$ cat config.mk
export PLATFORM = sky130hd
export DESIGN_NAME = mem_port_ctrl
export DESIGN_NICKNAME = d
export VERILOG_FILES = /design/src/rtl/mem_port_pkg.sv /design/src/rtl/mem_port_ctrl_rr_arbiter.sv /design/src/rtl/mem_port_ctrl.sv
export SDC_FILE = /design/constraint.sdc
export NUM_CORES = 1
export LEC_CHECK = 0
export CAP_MARGIN = 0
export CORE_UTILIZATION = 45
export CTS_CLUSTER_DIAMETER = 80
export CTS_CLUSTER_SIZE = 12
export DETAILED_ROUTE_END_ITERATION = 10
export GPL_TIMING_DRIVEN = 0
export PLACE_DENSITY = 0.81
export SLEW_MARGIN = 20
export SYNTH_ARGS = -nofsm -noshare
export SYNTH_HDL_FRONTEND = slang
export SYNTH_SLANG_ARGS = --single-unit
$ cat constraint.sdc
create_clock -name clk_in -period 5.7 [get_ports clk_in]
set_input_delay 1.14 -clock clk_in [delete_from_list [all_inputs] [get_ports clk_in]]
set_output_delay 1.14 -clock clk_in [all_outputs]
set_load 0.005 [all_outputs]
$ cat src/rtl/mem_port_pkg.sv
// Shared types and helpers for the multi-port byte-serial memory controller.
// Covers the length encoding, the FSM states and load-result extension.
package mem_port_pkg;

  localparam logic [1:0] LEN_BYTE   = 2'd0;
  localparam logic [1:0] LEN_HALF   = 2'd1;
  localparam logic [1:0] LEN_WORD   = 2'd2;
  localparam logic [1:0] IO_SEL_DEF = 2'b11;

  typedef enum logic [1:0] {IDLE, XFER, DRAIN, IO_GAP} state_t;

  function automatic logic [2:0] byte_count(input logic [1:0] sz);
    case (sz)
      LEN_BYTE: return 3'd1;
      LEN_HALF: return 3'd2;
      default:  return 3'd4;
    endcase
  endfunction

  function automatic logic [1:0] last_idx(input logic [1:0] sz);
    return 2'(byte_count(sz) - 3'd1);
  endfunction

  // len[2] selects sign extension from the top byte actually transferred
  function automatic logic [31:0] extend(input logic [2:0] len, input logic [31:0] d);
    case (len[1:0])
      LEN_BYTE: return {{24{len[2] & d[7]}}, d[7:0]};
      LEN_HALF: return {{16{len[2] & d[15]}}, d[15:0]};
      default:  return d;
    endcase
  endfunction

endpackage

$ cat src/rtl/mem_port_ctrl_rr_arbiter.sv
// Round-robin arbiter: first requester at or after the pointer wins;
// the pointer moves past the winner only when the grant is taken.
module rr_arbiter #(
  parameter int NUM_PORTS = 2,
  parameter int PW        = (NUM_PORTS > 1) ? $clog2(NUM_PORTS) : 1
)(
  input  logic                 clk_in,
  input  logic                 rst_in,
  input  logic                 en,
  input  logic [NUM_PORTS-1:0] req,
  output logic [NUM_PORTS-1:0] grant,
  output logic [PW-1:0]        win,
  output logic                 any
);

  logic [PW-1:0] ptr;
  int            j;

  always_comb begin
    grant = '0;
    win   = '0;
    any   = 1'b0;
    j     = 0;
    for (int i = 0; i < NUM_PORTS; i++) begin
      j = int'(ptr) + i;
      if (j >= NUM_PORTS) j = j - NUM_PORTS;
      if (!any && req[j]) begin
        any      = 1'b1;
        grant[j] = 1'b1;
        win      = PW'(j);
      end
    end
  end

  always_ff @(posedge clk_in or posedge rst_in) begin
    if (rst_in)          ptr <= '0;
    else if (en && any)  ptr <= (int'(win) == NUM_PORTS - 1) ? '0 : win + 1'b1;
  end

endmodule

$ cat src/rtl/mem_port_ctrl.sv
// Multi-requester byte-serial controller for the 8-bit external RAM bus:
// round-robin grant, per-port cancel, registered response, I/O gap cycle.
module mem_port_ctrl import mem_port_pkg::*; #(
  parameter int         NUM_PORTS = 2,
  parameter int         ADDR_W    = 32,
  parameter logic [1:0] IO_SEL    = IO_SEL_DEF
)(
  input  logic                    clk_in,
  input  logic                    rst_in,
  input  logic                    rdy_in,
  input  logic [7:0]              mem_din,
  output logic [7:0]              mem_dout,
  output logic [ADDR_W-1:0]       mem_a,
  output logic                    mem_wr,
  input  logic [NUM_PORTS-1:0]    req_valid,
  input  logic [NUM_PORTS-1:0]    req_wr,
  input  logic [3*NUM_PORTS-1:0]  req_len,
  input  logic [ADDR_W*NUM_PORTS-1:0] req_addr,
  input  logic [32*NUM_PORTS-1:0] req_wdata,
  input  logic [NUM_PORTS-1:0]    req_cancel,
  output logic [NUM_PORTS-1:0]    req_grant,
  output logic [NUM_PORTS-1:0]    resp_valid,
  output logic [31:0]             resp_data,
  output logic                    busy
);

  localparam int PW = (NUM_PORTS > 1) ? $clog2(NUM_PORTS) : 1;

  state_t                state;
  logic [PW-1:0]         owner;
  logic                  wr_q, io_q, mem_wr_q;
  logic [2:0]            len_q;
  logic [1:0]            cnt, last;
  logic [23:0]           wsh;
  logic [3:0][7:0]       rbuf, fin;

  logic [NUM_PORTS-1:0]  gnt_oh, owner_oh;
  logic [PW-1:0]         win;
  logic                  any;
  logic                  sel_wr, sel_io, cancel_hit;
  logic [2:0]            sel_len, eff_len;
  logic [ADDR_W-1:0]     sel_addr;
  logic [31:0]           sel_wdata;

  rr_arbiter #(.NUM_PORTS(NUM_PORTS), .PW(PW)) u_arb (
    .clk_in (clk_in),
    .rst_in (rst_in),
    .en     (rdy_in && state == IDLE),
    .req    (req_valid),
    .grant  (gnt_oh),
    .win    (win),
    .any    (any)
  );

  always_comb begin
    sel_wr    = 1'b0;
    sel_len   = '0;
    sel_addr  = '0;
    sel_wdata = '0;
    for (int p = 0; p < NUM_PORTS; p++) begin
      if (gnt_oh[p]) begin
        sel_wr    = req_wr[p];
        sel_len   = req_len[3*p +: 3];
        sel_addr  = req_addr[ADDR_W*p +: ADDR_W];
        sel_wdata = req_wdata[32*p +: 32];
      end
    end
    sel_io  = (sel_addr[17:16] == IO_SEL);
    // I/O accesses always shrink to one byte but keep their extension mode
    eff_len = sel_io ? {sel_len[2], LEN_BYTE} : sel_len;

    owner_oh        = '0;
    owner_oh[owner] = 1'b1;
    cancel_hit      = !wr_q && (state == XFER || state == DRAIN) && req_cancel[owner];

    fin      = rbuf;
    fin[cnt] = mem_din;
  end

  assign mem_wr = mem_wr_q & rdy_in;
  assign busy   = (state != IDLE);

  always_ff @(posedge clk_in or posedge rst_in) begin
    if (rst_in) begin
      state      <= IDLE;
      owner      <= '0;
      wr_q       <= 1'b0;
      io_q       <= 1'b0;
      len_q      <= '0;
      cnt        <= '0;
      last       <= '0;
      wsh        <= '0;
      rbuf       <= '0;
      mem_wr_q   <= 1'b0;
      mem_a      <= '0;
      mem_dout   <= '0;
      req_grant  <= '0;
      resp_valid <= '0;
      resp_data  <= '0;
    end else if (rdy_in) begin
      req_grant  <= '0;
      resp_valid <= '0;
      case (state)
        IDLE: if (any) begin
          req_grant <= gnt_oh;
          owner     <= win;
          wr_q      <= sel_wr;
          io_q      <= sel_io;
          len_q     <= eff_len;
          cnt       <= '0;
          last      <= last_idx(eff_len[1:0]);
          rbuf      <= '0;
          mem_a     <= sel_addr;
          mem_wr_q  <= sel_wr;
          mem_dout  <= sel_wr ? sel_wdata[7:0]  : 8'h00;
          wsh       <= sel_wr ? sel_wdata[31:8] : 24'h0;
          state     <= XFER;
        end
        XFER: begin
          if (cancel_hit) begin
            mem_a    <= '0;
            mem_wr_q <= 1'b0;
            mem_dout <= '0;
            state    <= io_q ? IO_GAP : IDLE;
          end else begin
            // read data lags its address by one cycle
            if (cnt != 2'd0) rbuf[cnt - 2'd1] <= mem_din;
            if (cnt == last) begin
              mem_a    <= '0;
              mem_wr_q <= 1'b0;
              mem_dout <= '0;
              if (wr_q) begin
                resp_valid <= owner_oh;
                resp_data  <= '0;
                state      <= io_q ? IO_GAP : IDLE;
              end else begin
                state <= DRAIN;
              end
            end else begin
              cnt      <= cnt + 2'd1;
              mem_a    <= mem_a + 1'b1;
              mem_dout <= wsh[7:0];
              wsh      <= wsh >> 8;
            end
          end
        end
        DRAIN: begin
          if (!cancel_hit) begin
            resp_data  <= extend(len_q, fin);
            resp_valid <= owner_oh;
          end
          state <= io_q ? IO_GAP : IDLE;
        end
        IO_GAP: state <= IDLE;
        default: state <= IDLE;
      endcase
    end
  end

endmodule

[Word level (Yosys, flattened, before mapping)]
Cells that the tools add are included.
Word-level totals
  flip-flop bits (word level): 146
  output and inout port bits: 78
Cells by class
  add/sub/neg operators: 8
  order comparisons: 12
  equality and inequality tests: 15
  multiplexer cells: 87
  bitwise logic cells: 4
  reduce and logical (&&, ||, !) cells: 27
Operators by type and width (count)
  $mux 32: 16
  $pmux 32 s2: 4
  $mux 24: 4
  $bwmux 32: 2
  $ge 32x1->1 const B: 2
  $lt 32x3->1 const B: 2
  $mux 8: 6
  $pmux 24 s2: 1
  $mux 2: 20
  $add 32x1->32 const B: 1
  $demux 8 s2: 2
  $ge 32x3->1 const B: 1
  $sub 32x3->32 const B: 1
  $mux 1: 21
  $pmux 8 s2: 1
  $pmux 2 s2: 3
  $logic_and 1x1->1: 10
  $reduce_and 5->1: 2
  $reduce_and 3->1: 3
  $ne 2x2->1 const B: 4
  $pmux 2 s4: 1
  $reduce_bool 2->1: 4
  $eq 2x1->1 const B: 3
  $eq 2x2->1 const B: 3
  other kinds (23): 36

[Depth between registers and ports, before layout]
  depth after elaboration: 19
  gate-level depth with buffers: 10

[Modules after synthesis]
From an unflattened synthesis, not the netlist that was laid out.
Unflattened totals
  cells, all modules: 826
  area, all modules: 7920.1 um2
By module, submodules not included
  mem_port_ctrl: times used 1, cells each 817, area an instance 7847.5 um2, sequential area each 3628.5 um2
  rr_arbiter: times used 1, cells each 9, area an instance 72.6 um2, sequential area each 25.0 um2

[Worst setup path before layout]
No wires, ideal clock.
  path type: input to register
  from: input port req_valid[1]
  to: register mem_a[18]
  setup time: 0.124 ns
  arrival: 2.451 ns
  required time: 5.576 ns
  path slack: 3.125 ns
  cell stages on the path: 7
  path buffers: 2
  path through: buf_2 -> or3b_4 -> o211a_2 -> nand2_1 -> buf_2 -> nor2_1 -> a211o_1
On the way
  word-level cells in the longest chain between the ends: 11
  elaborated cells on any way between the ends: 19
  those cells by class: eq/ne (1); mux (14); bitwise (1); reduce/logical (3)
Ends and longest elaborated chain
  start: declaration: line mem_port_ctrl.sv:15  | input logic [NUM_PORTS-1:0] req_valid,
  $mux 1 (implied by the code) (3 in a row): line mem_port_ctrl_rr_arbiter.sv:27  | if (!any && req[j]) begin
  $mux 1: line mem_port_ctrl_rr_arbiter.sv:27
  $logic_not 1->1: line mem_port_ctrl_rr_arbiter.sv:27
  $logic_and 1x1->1: line mem_port_ctrl_rr_arbiter.sv:27
  $mux 2: line mem_port_ctrl_rr_arbiter.sv:27
  $mux 32 (2 in a row): line mem_port_ctrl.sv:61  | if (gnt_oh[p]) begin
  $mux 32: line mem_port_ctrl.sv:104  | IDLE: if (any) begin
  $pmux 32 s2: line mem_port_ctrl.sv:103  | case (state)
  end signal: assignment: line mem_port_ctrl.sv:113  | mem_a <= sel_addr;
  end signal: assignment: line mem_port_ctrl.sv:141  | mem_a <= mem_a + 1'b1;
  end: declaration: line mem_port_ctrl.sv:13  | output logic [ADDR_W-1:0] mem_a,
Parallel ways exist; a longest one is shown, timed or not. The select of a mux whose other input is x is not followed.
A chain may end at the register's enable or synchronous reset.

[Worst setup path after layout]
  from: input port rdy_in
  to: output port mem_wr
On the way
  word-level cells in the longest chain between the ends: 1
Ends and longest elaborated chain
  start: declaration: line mem_port_ctrl.sv:10  | input logic rdy_in,
  $and 1x1->1: line mem_port_ctrl.sv:80  | assign mem_wr = mem_wr_q & rdy_in;
  end: declaration: line mem_port_ctrl.sv:14  | output logic mem_wr,
No other way between the ends.

==> impl_results.md <==
* Mapped cell area at 0.00778 mm^2
* Number of global-route vias before repair at 7527
* R2R depth at 7
* First-pass GRT wire length at 41900 um
* Static Leak at 4.59 nW
* Initial antenna violation count at 0
* Maximum vdd drop at 0.000309 V
* Hold Path Sink: wsh[16]
* Drt via density at 6.24
* Min-delay src: wsh[16]
* Row count at 47
* Clock sink count at 146
* Warnings, synthesis at 0
* Share of the synthesized area in the top cell type at 47.0%
* Detailed-route via count at 7682
* Post-synth EDFFs at 0
* Clock transition at the registers of the reported paths at 0.06 ns
* Mapped Cells at 752
* Register-to-register setup slack at 3.10 ns
* Post-synthesis cell type count at 64
* H-tree depth at 4
* Hold path depth at 2
* Slowest cell on the critical path: clkdlybuf4s50_1
* GRT Total Usage at 30.7%
* Ys async rst share at 100%
* Setup crit start kind: input port
* Drc violations at 0
* Per-cell routed wire length at 21.8 um
* Outcome: complete, no violations
* Pwr Density at 452 mW/mm^2
* Worst path top cell family by delay: buffers and inverters
* Setup CP Type: in2out
* Die Area at 0.0178 mm^2
* Core Area at 0.0167 mm^2
* RSZ-0062 raised after global routing: false
* Syn nets at 911
* PortBufs at 227
* Relative slew slack at 45.9%
* IO Pins at 229
* Diode count at 0
* Core Util, Final at 65.7%
* Clock root cell: clkbuf_16
* Worst slack at placement at 1.89 ns
* CTS Hold Bufs at 0
* CP Capture Type: output pin
* Final HPWL DP at 19300 um
* Final wirelength at 26800 um
* Top cells by count, synth: dfrtp_1 (146), a22o_1 (69), nand2_1 (63)
* Post-CTS sizing at 0
* DRT iter0 DRCs at 745
* Final period utilization at 61.8%
* Layout area overhead at 41.0%
* Synth area leader: dfrtp_1
* Setup Skew at 0.00812 ns
* Main flop type after synthesis: dfrtp_1
* Max Fclk at 284 MHz
* Synth Register Bits at 146
* Bufs on Longest Clock Path at 2
* Setup WS post-layout at 2.18 ns
* Placer congestion estimate at 0.957
* Hold Path Class: reg2reg
* Worst EP required at 4.56 ns
* Top post-synthesis cells by area: dfrtp_1 (47%), a22o_1 (7.8%), a22oi_1 (5.7%)
* DR pass1 iterations at 7
* Max incr delay on CP at 0.58 ns
* Slew at the pin closest to its max-slew limit at 0.812 ns
* Clk_lat worst skew at 0.43 ns
* Fin. max-slew vios at 0
* Sum Neg Setup Slack at 0 ns
* Die Width at 133 um
* Initial core utilization at 46.6%
* Critical-path cell list: clkdlybuf4s50_1 -> and2_1 -> clkdlybuf4s50_1
* CP bufs+invs at 2
* Grt ovf at 0
* Max Cap Viol at 0
* Largest net degree at the start of global routing at 95
* Final hold violations at 0
* Worst reg2reg path endpoint: mem_a[15]
* Die H at 133 um
* Antenna Nets Post-Route at 0
* Num CTS Buffers at 17
* Final nets at 1158
* Share of cells above drive strength 1 at 9.19%
* Critical path fanouts, max at 5
* Synth Area per Inst at 10.3 um^2
* Minimum clock period at 3.52 ns
* Post-CTS setup buffer count at 0
* CTS tree: done
* Top-count cell post-synth: dfrtp_1
* Reg2reg start: u_arb.ptr
* Final setup viols at 0
* Most frequent CP cell: clkdlybuf4s50_1
* Register area share after synthesis at 47.0%
* Critical path data arrival time at 2.38 ns
-- state kept, by name, indices dropped and copies added, names as in the netlist, 2 cells and up --
name	flops
mem_a	32
rbuf	32
resp_data	32
wsh	24
mem_dout	8
len_q	3
cnt	2
last	2
req_grant	2
resp_valid	2
state	2
-- where the power goes --
part,switching [W],leakage [nW],total (W),internal [W]
combinational,0.00110,2.35,0.00211,0.00101
clock,0.000467,0.280,0.00116,0.000694
sequential,0.000324,1.97,0.00168,0.00136
total,0.00189,4.59,0.00495,0.00306
-- per-stage QoR --
step                      power, W  instances  hold WS, ns  cell area (um^2)
after floorplan            0.00273        752        0.449              7780
after CTS                  0.00493       1232        0.483             11000
after global routing       0.00520       1232        0.497             11000
after detailed placement   0.00375       1200        0.468             10400
after global placement     0.00371       1199        0.463             10300
final                      0.00495       1232        0.480             11000
-- layer usage --
layer / routed length, um / share of wire, % / track usage (%) / vias to the layer above
li1: - / - / - / 3449
met1: 11600 / 43 / 42.2 / 3741
met2: 12200 / 46 / 46.9 / 423
met3: 2180 / 8.1 / 7.08 / 69
met4: 804 / 3.0 / 12.4 / 0
met5: 0 / 0 / 0 / -
-- layout make-up --
| cell class | instances | area, um^2 |
|---|---|---|
| well taps | 220 | 275 |
| repair buffers | 228 | 2300 |
| clock inverters | 14 | 180 |
| inverters | 17 | 71.3 |
| multi-input cells | 525 | 3750 |
| flip-flops and latches | 146 | 3650 |
| fillers | 1370 | 5730 |
| plain buffers | 64 | 309 |
| clock buffers | 18 | 429 |
-- placed cells by master, fill, tap and decap left out, types with 11 or more instances in the layout --
| master | instances |
|---|---|
| nor2_1 | 19 |
| dfrtp_1 | 146 |
| a221o_1 | 18 |
| clkbuf_16 | 17 |
| clkdlybuf4s50_1 | 227 |
| nor3_1 | 23 |
| mux2i_1 | 26 |
| clkbuf_1 | 26 |
| a22oi_1 | 59 |
| o21ai_0 | 39 |
| a21oi_1 | 12 |
| inv_1 | 15 |
| nand2_1 | 63 |
| a22o_1 | 69 |
| and2_1 | 11 |
| mux2_2 | 11 |
| buf_2 | 25 |
| o21ai_1 | 16 |
-- tightest hold or removal path: stages (launching register included) --
cell     delay [ns]
dfrtp_1        0.34
nand2_1        0.05
o31ai_1        0.05
-- worst max-delay path by stage --
stage | end | slack, ns | depth (start not counted) | from
2_1_floorplan | cnt[0] | 0.64 | 1 | rst_in
3_3_place_gp | wsh[18] | -1.35 | 2 | rst_in
3_5_place_dp | mem_a[15] | 1.89 | 8 | req_valid[0]
4_1_cts | mem_wr | 2.18 | 3 | rdy_in
5_1_grt | mem_wr | 2.11 | 3 | rdy_in
6_report | mem_wr | 2.18 | 3 | rdy_in
-- cell families (layout without fill, tap and decap cells) --
group	Yosys count	in the layout	share of synthesized area, %
AOI/OAI and AO/OA	298	298	29.2
xor gates and xnor gates	2	2	0.322
adders and majority gates	8	8	1.29
buffers and inverters	81	341	4.79
DFF	146	146	47.0
muxes	37	37	4.94
and+or+nand+nor	180	180	12.4
Power figures use the tool's default switching activity.
